`config.mk`:
```
export PLATFORM = sky130hd
export DESIGN_NAME = cipher_mode_engine
export DESIGN_NICKNAME = d
export VERILOG_FILES = /design/src/rtl/cipher_mode_engine.sv
export SDC_FILE = /design/constraint.sdc
export NUM_CORES = 1
export LEC_CHECK = 0
export CAP_MARGIN = 40
export CORE_MARGIN = 2
export CORE_UTILIZATION = 47
export CTS_BUF_LIST = sky130_fd_sc_hd__clkbuf_16
export CTS_CLUSTER_SIZE = 16
export DETAILED_ROUTE_END_ITERATION = 8
export MAX_ROUTING_LAYER = met4
export PLACE_DENSITY_LB_ADDON = 0.05
export SLEW_MARGIN = 15
export SYNTH_ARGS = -nofsm -noshare
export SYNTH_HDL_FRONTEND = slang
export SYNTH_SLANG_ARGS = --single-unit
export TNS_END_PERCENT = 20
```
`constraint.sdc`:
```
create_clock -name clk -period 2.35 [get_ports clk]
set_input_delay 0.705 -clock clk [delete_from_list [all_inputs] [get_ports clk]]
set_output_delay 0.705 -clock clk [all_outputs]
set_load 0.05 [all_outputs]
```
`src/rtl/cipher_mode_engine.sv`:
```
// Streaming XOR-keystream cipher engine supporting ECB, CBC and CTR chaining
// with a one-word output holding register and ready/valid handshakes.
module cipher_mode_engine #(
  parameter int unsigned BLOCK_SIZE = 8,
  parameter int unsigned SYNC_SIZE  = 16,
  parameter int unsigned CNT_W      = 16
) (
  input  logic                  clk,
  input  logic                  rst,
  input  logic [BLOCK_SIZE-1:0] key,
  input  logic [SYNC_SIZE-1:0]  iv,
  input  logic [1:0]            mode,
  input  logic                  decrypt,
  input  logic                  start,
  input  logic                  in_valid,
  output logic                  in_ready,
  input  logic [SYNC_SIZE-1:0]  data_plain,
  input  logic                  in_last,
  output logic                  out_valid,
  input  logic                  out_ready,
  output logic [SYNC_SIZE-1:0]  data_encrypted,
  output logic                  out_last,
  output logic                  busy,
  output logic [CNT_W-1:0]      word_count
);

  typedef enum logic [1:0] {
    StIdle  = 2'b00,
    StRun   = 2'b01,
    StDrain = 2'b10
  } state_e;

  typedef enum logic [1:0] {
    ModeEcb = 2'b00,
    ModeCbc = 2'b01,
    ModeCtr = 2'b10,
    ModeRsv = 2'b11
  } mode_e;

  state_e                r_state;
  state_e                w_state_next;

  logic [BLOCK_SIZE-1:0] r_key;
  logic [SYNC_SIZE-1:0]  r_cv;
  mode_e                 r_mode;
  logic                  r_decrypt;
  logic                  r_out_valid;
  logic                  r_out_last;
  logic [SYNC_SIZE-1:0]  r_data;
  logic [CNT_W-1:0]      r_count;

  logic                  w_in_ready;
  logic                  w_accept;
  logic                  w_out_fire;
  logic                  w_start_ok;
  logic [SYNC_SIZE-1:0]  w_keystream;
  logic [SYNC_SIZE-1:0]  w_result;
  logic [SYNC_SIZE-1:0]  w_cv_next;

  // A new word may enter whenever the holding register is empty or draining now.
  assign w_in_ready = (r_state == StRun) & (~r_out_valid | out_ready);
  assign w_accept   = in_valid & w_in_ready;
  assign w_out_fire = r_out_valid & out_ready;
  assign w_start_ok = start & (r_state == StIdle);

  // Key bits repeat cyclically across the data word.
  always_comb begin
    w_keystream = '0;
    for (int i = 0; i < int'(SYNC_SIZE); i++) begin
      w_keystream[i] = r_key[i % BLOCK_SIZE];
    end
  end

  always_comb begin
    w_result  = data_plain ^ w_keystream;
    w_cv_next = r_cv;
    unique case (r_mode)
      ModeCbc: begin
        w_result  = data_plain ^ w_keystream ^ r_cv;
        w_cv_next = r_decrypt ? data_plain : w_result;
      end
      ModeCtr: begin
        w_result  = data_plain ^ w_keystream ^ r_cv;
        w_cv_next = r_cv + SYNC_SIZE'(1);
      end
      ModeEcb, ModeRsv: begin
        w_result  = data_plain ^ w_keystream;
        w_cv_next = r_cv;
      end
      default: begin
        w_result  = data_plain ^ w_keystream;
        w_cv_next = r_cv;
      end
    endcase
  end

  always_comb begin
    w_state_next = r_state;
    unique case (r_state)
      StIdle:  if (start) w_state_next = StRun;
      StRun:   if (w_accept && in_last) w_state_next = StDrain;
      StDrain: if (w_out_fire) w_state_next = StIdle;
      default: w_state_next = StIdle;
    endcase
  end

  always_ff @(posedge clk or posedge rst) begin
    if (rst) begin
      r_state <= StIdle;
    end else begin
      r_state <= w_state_next;
    end
  end

  always_ff @(posedge clk or posedge rst) begin
    if (rst) begin
      r_key       <= '0;
      r_cv        <= '0;
      r_mode      <= ModeEcb;
      r_decrypt   <= 1'b0;
      r_out_valid <= 1'b0;
      r_out_last  <= 1'b0;
      r_data      <= '0;
      r_count     <= '0;
    end else begin
      if (w_start_ok) begin
        r_key     <= key;
        r_cv      <= iv;
        r_mode    <= mode_e'(mode);
        r_decrypt <= decrypt;
        r_count   <= '0;
      end
      // Accept takes priority so a simultaneous drain+fill keeps out_valid high.
      if (w_accept) begin
        r_data      <= w_result;
        r_out_last  <= in_last;
        r_out_valid <= 1'b1;
        r_cv        <= w_cv_next;
        r_count     <= r_count + CNT_W'(1);
      end else if (w_out_fire) begin
        r_out_valid <= 1'b0;
      end
    end
  end

  assign in_ready       = w_in_ready;
  assign out_valid      = r_out_valid;
  assign data_encrypted = r_data;
  assign out_last       = r_out_last;
  assign busy           = (r_state != StIdle);
  assign word_count     = r_count;

endmodule

```
* After elaboration in Yosys (flattened, before gate mapping)
Cells that the tools add are included.
Operators by class: add/sub/neg operators 2, eq/ne operators 9, muxes and demuxes 13, bitwise operators 8, reductions and logical operators 10
Operators with widths (number):
- $mux W16 | 5
- $pmux W16 S2 | 2
- $add A16 B1 Y16 const B | 2
- $xor A16 B16 Y16 | 2
- $eq A2 B2 Y1 const B | 3
- $mux W2 | 3
- $ne A2 B2 Y1 const B | 3
- $pmux W2 S3 | 1
- $reduce_bool A2 Y1 | 3
- $and A1 B1 Y1 | 4
- $eq A2 B1 Y1 const B | 2
- $logic_not A2 Y1 | 2
- $reduce_or A2 Y1 | 2
- $reduce_and A3 Y1 | 1
- $mux W1 | 2
- $ne A2 B1 Y1 const B | 1
- $reduce_and A2 Y1 | 1
- $logic_and A1 B1 Y1 | 1
- $not A1 Y1 | 1
- $or A1 B1 Y1 | 1
Storage, ports and cells: register bits after elaboration 63, input bits 49, output and inout port bits 36, word-level logic and storage cells 51

* Depth between registers and ports, before layout
depth after elaboration 7, mapped depth 7, depth with buffers taken out 6

* Least setup slack after synthesis
OpenSTA, ideal clock, no wires.
path type input to output, start in out_ready, end out in_ready, arrival 1638 ps, data required time 1645 ps, slack 7 ps, cell stages on the path 2, path through and2b_1 > nor2_1
Between the ends: cells in the longest elaborated chain, start to end 2
RTL lines:
- start, declared | line 20 | input logic out_ready,
- $or A1 B1 Y1 | line 61 | assign w_in_ready = (r_state == StRun) & (~r_out_valid | out_ready);
- $and A1 B1 Y1 | line 61
- end, declared | line 16 | output logic in_ready,
No other way between the ends.

* Worst setup path in the final report
start reg r_count[0], in the netlist word_count[0], end out word_count[0]
RTL lines:
- start, declared | line 50 | logic [CNT_W-1:0] r_count;
- start signal, assigned | line 139 | r_count <= r_count + CNT_W'(1);
- end, declared | line 24 | output logic [CNT_W-1:0] word_count
No word-level cell between the ends.

==> metrics.yaml <==
die:
  fp-row-count: 33
  die_area_sq_mm: 0.00934
  chipWidth_um: 96.7
  fp.dieH_um: 96.7
  start_util_pct: 48.9
  boundaryPins: 85
  coreArea_sq_mm: 0.00826
critical_path:
  path_buf_inv: 1
  cp-startpoint: "word_count[0]"
  required_ps: 1640
  critPathLaunchType: "flop"
  critPathMaxStageDelay_ps: 840
  worst-path-max-fanout: 5
  crit_family: "buffers and inverters"
  crit_type: "flop to primary output"
  cp_slowest_cell: "clkdlybuf4s50_1"
  path_cells: "clkdlybuf4s50_1"
  rr_startpoint: "r_cv[0]"
  cp-end-kind: "primary output"
  critPathArrivalTime_ps: 1600
logic_synthesis:
  synthCells: 459
  yosysMostFrequentCell: "nand2_1"
  ys.flop_type: "dfrtp_1"
  ys_seq_area_share_pct: 39.1
  synthTopCellsByArea: "dfrtp_1, xnor2_1, nand2_1"
  postSynthAreaPerCell_sq_um: 8.79
  yosys_warnings: 0
  async_reset_ff_share_pct: 100
  syn_nets: 511
  ys_types: 52
  netlist.area_leader.share_pct: 39.1
  synth_area_leader_cell: "dfrtp_1"
  synth_commonest_cells: "nand2_1, dfrtp_1, o21ai_0, xnor2_1, nor3_1"
  synth.cell_area_sq_mm: 0.00404
  synth_edf_count: 0
  ys_ff_latch: 63
sta:
  slew-limit-headroom_pct: 63.0
  period_needed_ps: 2310
  skew_ps: 3.99
  holdWs_ps: 475
  hold_viol: 0
  finalSetupViolations: 0
  max_freq_ghz: 0.434
  drv_slew: 0
  grt_setup_unrepaired: "no"
  worst_slew_pin_slew_ps: 555
  post-route-period-util_pct: 98.1
detailed_routing:
  drc_errors: 0
  drt-pass1-iter-count: 5
  post_drt_wl_per_cell_um: 16.5
  wl_um: 10800
  initialDrtViolationCount: 193
  drtAntennaViolNets: 0
  viasPerCell: 5.52
  num_vias: 3622
layout:
  syn_to_final_growth_pct: 32.8
  nets: 598
  final_layout_size_suffix_gt1_share_pct: 12.2
  insertedDiodeCount: 0
power_and_ir_drop:
  p_leak_nw: 2.27
  peakVddDrop_uv: 960
  power.total_mw: 7.53
  power_density_mw_per_mm2: 1410
cts:
  holdBufCountCts: 0
  clk_path_buf_depth: 2
  tritoncts.num_buffers: 9
  cts_tree: "yes"
  clk_latency_ps: 330
  root_buffer: "clkbuf_16"
  clock_sinks: 63
  cts_max_level: 3
  path_clk_slew_ps: 50
global_route:
  grt_pass1_wl_um: 18000
  grt_usage_pct: 24.5
  first_global_vias: 3554
  grt_max_degree: 64
  grt_overflow: 0
  antenna_found_initial: 0
flow_run:
  maxCapViolations: 0
min_path:
  worstHoldStart: "data_encrypted[11]"
  hold_class: "flop to flop"
placed_design:
  hpwl_um: 7820
  place.gp.congestion: 0.881
  portBuffers: 84
outcome:
  status: "completed"
-- cell families after synthesis --
group	Yosys count	share of synthesized area [%]
fa+ha+maj	3	0.930
xor+xnor	58	12.6
compound gates	101	16.6
mux	7	1.74
simple gates	182	24.3
buf+inv	45	4.81
flops	63	39.1
-- where the power goes --
part	internal (mW)	total [mW]	switching [mW]
clock network	0.803	1.28	0.475
logic	1.73	4.07	2.34
registers	1.51	2.18	0.670
total	4.04	7.53	3.49
-- layer usage --
metal	part of all wire, %	up-vias	track usage (%)
met5	0	-	-
met2	46	127	36.3
met4	1.6	0	7.26
met3	6.1	16	4.48
met1	47	1709	34.5
li1	-	1770	-
-- layout by cell type (no fill, tap or decap), types with 5 or more instances in the layout --
| cell | instances |
|---|---|
| nor2_1 | 10 |
| a22oi_1 | 12 |
| o211ai_1 | 6 |
| nand3_1 | 16 |
| xnor2_1 | 40 |
| nand4_1 | 8 |
| mux2i_1 | 7 |
| dfrtp_1 | 63 |
| xor2_1 | 18 |
| buf_4 | 28 |
| o21a_1 | 11 |
| inv_1 | 11 |
| nor3_1 | 22 |
| nand2_1 | 76 |
| clkdlybuf4s50_1 | 77 |
| clkbuf_16 | 9 |
| o21ai_0 | 45 |
| nor2b_1 | 14 |
| o31ai_1 | 5 |
| or3_1 | 5 |
-- metrics by stage --
stage	cells	util [%]	setup TNS (ps)	area [sq um]	setup WS, ps
floorplan	459	-	0	4040	7.47
global placement	639	61.3	-69.7	5060	-69.7
detailed placement	639	61.3	-314	5060	-76.5
CTS	656	64.8	0	5350	28.6
global route	656	64.9	0	5360	1.59
finish	656	64.9	0	5360	44.6
-- sequential cells by signal (all words and copies together), names as in the netlist --
register,count
out_valid,1
r_cv,16
r_key,8
out_last,1
data_encrypted,16
r_decrypt,1
word_count,16
r_mode,2
r_state,2
-- repair_timing --
action                     in CTS  in global routing
buffers inserted                1                  0
pin swaps                       1                  0
setup endpoints to repair       1                  2
resized for setup               2                  2
-- final cells by class --
| cell class | count | area (sq um) |
|---|---|---|
| clock buffers | 9 | 225 |
| multi-input cells | 351 | 2270 |
| repair buffers | 110 | 1050 |
| well taps | 105 | 131 |
| flip-flops and latches | 63 | 1580 |
| inverters | 11 | 41.3 |
| clock inverters | 7 | 56.3 |
| fillers | 746 | 2900 |
-- path summary, 6_finish.rpt --
path | endpoint | slack, ps | cells past startpoint
setup / recovery | word_count[0] | 40 | 1
hold / removal | data_encrypted[11] | 470 | 2
setup reg to reg | r_cv[8] | 500 | 5
hold reg to reg | data_encrypted[11] | 470 | 2
max in group asynchronous | data_encrypted[14] | 1290 | 3
min in group asynchronous | word_count[8] | 760 | 3
Note: power is estimated with default switching activity, not from simulation.
